`src/rtl/exec_pkg.sv`:
```
// exec_pkg: opcode and FSM state encodings shared by the multiply/divide unit.
package exec_pkg;
    typedef enum logic [1:0] {
        OP_MUL   = 2'b00,
        OP_MULHU = 2'b01,
        OP_DIV   = 2'b10,
        OP_REM   = 2'b11
    } op_t;

    typedef enum logic [1:0] {
        S_IDLE = 2'b00,
        S_BUSY = 2'b01,
        S_DONE = 2'b10
    } state_t;

    function automatic logic is_div_op(input logic [1:0] op);
        return op[1];
    endfunction
endpackage

```
`src/rtl/muldiv_iter.sv`:
```
// muldiv_iter: bit-serial datapath, one shift-add multiply or restoring divide step per cycle.
// Multiply: lo = multiplier, div = multiplicand. Divide: lo = |dividend| (becomes quotient), hi = partial remainder.
module muldiv_iter #(
    parameter int W = 16
) (
    input  logic         clock,
    input  logic         reset,
    input  logic         load,
    input  logic         step,
    input  logic         load_div,
    input  logic [W-1:0] load_lo,
    input  logic [W-1:0] load_d,
    output logic [W-1:0] hi,
    output logic [W-1:0] lo,
    output logic         last
);
    localparam int CW = $clog2(W);
    logic [W-1:0] d;
    logic [CW-1:0] cnt;
    logic is_div, ge;
    logic [W:0] sum, trial;
    always_comb begin
        sum   = {1'b0, hi} + (lo[0] ? {1'b0, d} : '0);
        trial = {hi, lo[W-1]} - {1'b0, d};
        ge    = !trial[W];
        last  = cnt == CW'(W - 1);
    end
    always_ff @(posedge clock) begin
        if (reset) begin
            hi     <= '0;
            lo     <= '0;
            d      <= '0;
            cnt    <= '0;
            is_div <= 1'b0;
        end else if (load) begin
            hi     <= '0;
            lo     <= load_lo;
            d      <= load_d;
            cnt    <= '0;
            is_div <= load_div;
        end else if (step) begin
            cnt <= cnt + 1'b1;
            if (is_div) begin
                hi <= ge ? trial[W-1:0] : {hi[W-2:0], lo[W-1]};
                lo <= {lo[W-2:0], ge};
            end else begin
                hi <= sum[W:1];
                lo <= {sum[0], lo[W-1:1]};
            end
        end
    end
endmodule

```
`src/rtl/exec_muldiv.sv`:
```
// exec_muldiv: iterative MUL/MULHU/DIV/REM unit with W+1 cycle latency.
// Divide runs on magnitudes; signs and the divide-by-zero result are fixed up at the output.
module exec_muldiv
    import exec_pkg::*;
#(
    parameter int IALU_WORD_WIDTH = 16,
    parameter int REG_IDX_WIDTH   = 4
) (
    input  logic                       clock,
    input  logic                       reset,
    input  logic                       in_start,
    input  logic [1:0]                 in_op,
    input  logic [IALU_WORD_WIDTH-1:0] in_src1,
    input  logic [IALU_WORD_WIDTH-1:0] in_src2,
    input  logic [REG_IDX_WIDTH-1:0]   in_res_reg_idx,
    input  logic                       in_flush,
    output logic                       out_stall,
    output logic                       out_res_valid,
    output logic [IALU_WORD_WIDTH-1:0] out_res,
    output logic [REG_IDX_WIDTH-1:0]   out_res_reg_idx,
    output logic                       out_div_by_zero
);
    localparam int W = IALU_WORD_WIDTH;
    state_t state, state_nx;
    op_t op;
    logic [REG_IDX_WIDTH-1:0] idx;
    logic neg_q, neg_r, dbz, accept, last, is_div, s1, s2;
    logic [W-1:0] hi, lo, q, r, res, load_lo, load_d;
    always_comb begin
        accept   = state != S_BUSY && in_start && !in_flush && !reset;
        state_nx = in_flush ? S_IDLE : accept ? S_BUSY :
                   state == S_BUSY ? (last ? S_DONE : S_BUSY) : S_IDLE;
        is_div   = is_div_op(in_op);
        s1       = is_div && in_src1[W-1];
        s2       = is_div && in_src2[W-1];
        load_lo  = is_div ? (s1 ? -in_src1 : in_src1) : in_src2;
        load_d   = is_div ? (s2 ? -in_src2 : in_src2) : in_src1;
        q        = dbz ? '1 : neg_q ? -lo : lo;
        r        = neg_r ? -hi : hi;
        res      = op == OP_MUL ? lo : op == OP_MULHU ? hi : op == OP_DIV ? q : r;
        out_stall       = state == S_BUSY || accept;
        out_res_valid   = state == S_DONE && !in_flush;
        out_res         = out_res_valid ? res : '0;
        out_res_reg_idx = out_res_valid ? idx : '0;
        out_div_by_zero = out_res_valid && dbz;
    end
    always_ff @(posedge clock) begin
        if (reset) begin
            state <= S_IDLE;
            op    <= OP_MUL;
            idx   <= '0;
            neg_q <= 1'b0;
            neg_r <= 1'b0;
            dbz   <= 1'b0;
        end else begin
            state <= state_nx;
            if (accept) begin
                op    <= op_t'(in_op);
                idx   <= in_res_reg_idx;
                neg_q <= s1 ^ s2;
                neg_r <= s1;
                dbz   <= is_div && in_src2 == '0;
            end
        end
    end
    muldiv_iter #(.W(W)) u_iter (
        .clock    (clock),
        .reset    (reset),
        .load     (accept),
        .step     (state == S_BUSY),
        .load_div (is_div),
        .load_lo  (load_lo),
        .load_d   (load_d),
        .hi       (hi),
        .lo       (lo),
        .last     (last)
    );
endmodule

```
`config.mk`:
```
export PLATFORM = sky130hd
export DESIGN_NAME = exec_muldiv
export DESIGN_NICKNAME = d
export VERILOG_FILES = /design/src/rtl/exec_pkg.sv /design/src/rtl/muldiv_iter.sv /design/src/rtl/exec_muldiv.sv
export SDC_FILE = /design/constraint.sdc
export NUM_CORES = 1
export LEC_CHECK = 0
export ABC_AREA = 1
export BUFFER_PORTS_ARGS = -buffer_cell sky130_fd_sc_hd__buf_2
export CORE_UTILIZATION = 40
export CTS_BUF_LIST = sky130_fd_sc_hd__clkbuf_2
export DETAILED_ROUTE_END_ITERATION = 7
export SYNTH_ARGS = -nofsm -noshare
export SYNTH_HDL_FRONTEND = slang
export SYNTH_SLANG_ARGS = --single-unit
```
`constraint.sdc`:
```
create_clock -name clock -period 2.5 [get_ports clock]
set_input_delay 0.25 -clock clock [delete_from_list [all_inputs] [get_ports clock]]
set_output_delay 0.25 -clock clock [all_outputs]
set_load 0.01 [all_outputs]
```
==> impl_metrics.env <==
export IMPL_synth_cell_type_count=47
export IMPL_worst_clock_skew_ns=0.0388
export IMPL_core_um2=16700
export IMPL_synth_area_top_cells="dfxtp_1 (18%), nand2_1 (16%), o21ai_0 (9.2%)"
export IMPL_status="finished, violations left"
export IMPL_finalCritPeriodShare_pct=101
export IMPL_maxSlewViolCount=0
export IMPL_swShare_pct=42.8
export IMPL_htreeDepth=3
export IMPL_ys_flop_type="dfxtp_1"
export IMPL_synth_top_area_share_pct=18.3
export IMPL_reg2reg_depth=14
export IMPL_synth_async_reset_ratio_pct=0
export IMPL_final_nets=1372
export IMPL_setup_ws_ns=-0.0136
export IMPL_place_gp_congestion=0.984
export IMPL_rsz0062_at_grt="true"
export IMPL_crit_start="u_iter.hi[1]"
export IMPL_syn_cell_area_um2=6880
export IMPL_routed_wl_mm=26.1
export IMPL_powerDensity_nw_per_um2=432
export IMPL_timing_rr_end="u_iter.hi[14]"
export IMPL_worst_setup_path_start_kind="register"
export IMPL_cp_slowest_cell="dfxtp_4"
export IMPL_utilization_pct=50.4
export IMPL_vias_per_cell=5.55
export IMPL_cp_max_fo=3
export IMPL_syn_inst=1186
export IMPL_ctsLongestPathBuffers=2
export IMPL_hold_path_class="in2reg"
export IMPL_final_cell_mix="nand2_1 (288), inv_1 (153), o21ai_0 (124)"
export IMPL_cts_buffers=9
export IMPL_io_pins=65
export IMPL_rrSetupSlack_ns=0.20
export IMPL_worstMarginPinSlew_ns=0.542
export IMPL_end_kind="output pin"
export IMPL_cp_cell_sequence="inv_4 -> ha_4 -> nand3_4 -> nor3_4 -> buf_4 -> buf_6 -> buf_6 -> o21ai_2 -> nand2_1 -> o22ai_1 -> a21oi_1 -> buf_2"
export IMPL_syn_area_per_cell_um2=5.80
export IMPL_cts_tree="yes"
export IMPL_hpwlAfterDp_mm=20.3
export IMPL_max_freq_mhz=398
export IMPL_n_fill_cell=1803
export IMPL_synth_edff_count=0
export IMPL_fin_crit_ns=2.51
export IMPL_grt_pass1_wl_mm=40.5
export IMPL_report_final_hold_viol_count=0
export IMPL_ys_ff_latch=63
export IMPL_drc_errors=0
export IMPL_setup_viol=3
export IMPL_via_count=8423
export IMPL_die_h_um=133
export IMPL_p_int_uw=2080
export IMPL_die_w_um=133
export IMPL_mostFrequentLayoutCell="nand2_1"
export IMPL_synth_seq_area_share_pct=18.3
export IMPL_clock_latency_ns=0.57
export IMPL_p_leak_uw=0.00415
export IMPL_root_buffer="clkbuf_2"
export IMPL_cpMostUsedCell="buf_6"
export IMPL_max_vdd_ir_drop_uv=262
export IMPL_grt_pass1_vias=7605
export IMPL_max_stage_delay_ns=0.41
export IMPL_switchingPower_uw=1550
export IMPL_dieArea_um2=17700
export IMPL_ys_warn_count=0
export IMPL_antenna_found_initial=1
export IMPL_syn_nets=1267
export IMPL_pwr_share_seq_pct=31.4
export IMPL_rows=47
export IMPL_r2r_start="u_iter.hi[2]"
export IMPL_gr_usage_all_layers_pct=29.6
export IMPL_wire_per_inst_um=17.2
export IMPL_antenna_left=0
export IMPL_cts_num_sinks=63
export IMPL_worstPathArrival_ns=2.26
export IMPL_failed_checks="negative setup slack"
export IMPL_pwr_share_comb_pct=44.5
export IMPL_hold_ws_ns=0.0492
export IMPL_firstDrtPassIters=5
export IMPL_clk_pin_slew_ns=0.22
export IMPL_gr_total_overflow=0
export IMPL_cp_required_ns=2.25
export IMPL_area_growth_pct=22.2
export IMPL_crit_end="out_res[6]"
export IMPL_crit_type="reg2out"
export IMPL_worst_slew_margin_rel_pct=63.5
export IMPL_clkPwrFrac_pct=24.1
export IMPL_yosysTopAreaCell="dfxtp_1"
export IMPL_drive_gt1_share_pct=18.8
export IMPL_drtIter0Drc=614
export IMPL_drv_cap=0
export IMPL_start_util_pct=41.2
export IMPL_grt_max_degree=48
export IMPL_numPortBuffers=64
kinds of logic (layout without fill, tap and decap cells):
family	Yosys count	after routing	synth area share (%)
AND/OR/NAND/NOR	524	525	32.0
AO/OA/AOI/OAI	308	308	25.5
buffers and inverters	216	325	12.3
flip-flops	63	63	18.3
adder cells (fa/ha/maj)	39	39	7.31
XOR/XNOR	36	36	4.58
other	0	1	0
layout make-up:
type	count	area [um2]	area share, %
multi-input cells	908	5100	60.6
flip-flops and latches	63	1310	15.5
repair buffers	133	872	10.4
inverters	175	687	8.17
well taps	220	275	3.27
clock inverters	7	120	1.43
clock buffers	9	45.0	0.536
repair inverters	1	5.00	0.0595
diodes	1	2.50	0.0298
state kept, by name, indices dropped and copies added (netlist names):
| name | flops |
|---|---|
| u_iter.lo | 16 |
| u_iter.hi | 16 |
| op | 2 |
| u_iter.cnt | 4 |
| state | 2 |
| dbz | 1 |
| idx | 4 |
| u_iter.d | 16 |
| neg_q | 1 |
| neg_r | 1 |
power groups by stage:
stage | clock [uW] | sequential [uW] | combinational (uW)
global route | 929 | 1150 | 1790
finish | 876 | 1140 | 1610
detailed placement | 0 | 1160 | 1370
CTS | 890 | 1140 | 1470
global placement | 0 | 1160 | 1370
floorplan | 0 | 1130 | 1000
what timing repair did:
item | in CTS | in global routing
setup endpoints to repair | 14 | 29
hold endpoints to repair | 10 | 0
hold buffers | 9 | 0
resized for setup | 61 | 59
setup buffers | 11 | 16
cloned | 1 | 1
pin swaps | 16 | 30
synth_stat cells, types with 4 or more instances:
master	number
a21o_1	4
xnor2_1	7
ha_1	37
o221ai_1	15
clkinv_1	5
and2_1	5
buf_2	7
nand3b_1	4
dfxtp_1	63
nand4_1	10
o21bai_1	4
o22ai_1	12
nand2_1	298
o211ai_1	17
nand3_1	87
nand2_2	6
nor3_1	9
o21ai_0	127
nor2_1	95
buf_1	5
xor2_1	29
a21oi_1	102
a31oi_1	8
clkbuf_1	25
inv_1	168
nor4_1	4
worst min path at each step:
stage	slack, ns	from	to	cells after the start
4_1_cts	0.0009	in_src1[4]	u_iter.d[4]	3
3_5_place_dp	0.46	in_res_reg_idx[2]	idx[2]	3
5_1_grt	0.03	in_src1[4]	u_iter.d[4]	3
3_3_place_gp	0.46	in_res_reg_idx[3]	idx[3]	3
6_report	0.05	in_src1[4]	u_iter.d[4]	3
2_1_floorplan	0.32	reset	u_iter.d[5]	1
metal layers:
metal	part of all wire [%]	vias up	track usage, %
met5	0	-	0
met4	4.5	0	15.1
met3	8.0	56	3.23
met2	45	373	47.8
met1	43	3837	39.1
li1	-	4157	-
through the flow:
step,power (uW),setup slack (ns),setup TNS [ns],std cells,instance area (um2)
6_report,3630,-0.0136,-0.0208,1517,8410
5_1_grt,3870,-0.126,-0.776,1517,8410
4_1_cts,3500,-0.0310,-0.107,1499,8070
3_5_place_dp,2530,0.101,0,1462,7540
3_3_place_gp,2530,0.202,0,1462,7540
2_1_floorplan,2130,0.354,0,1186,6880
worst max-delay path, delay by kind of cell, from the launching register on:
kind                     cells  cell delay (ns)
AO/OA/AOI/OAI                3             0.29
adder cells (fa/ha/maj)      1             0.14
buffers and inverters        5             0.57
flip-flops                   1             0.41
AND/OR/NAND/NOR              3             0.28
Power figures use the tool's default switching activity.
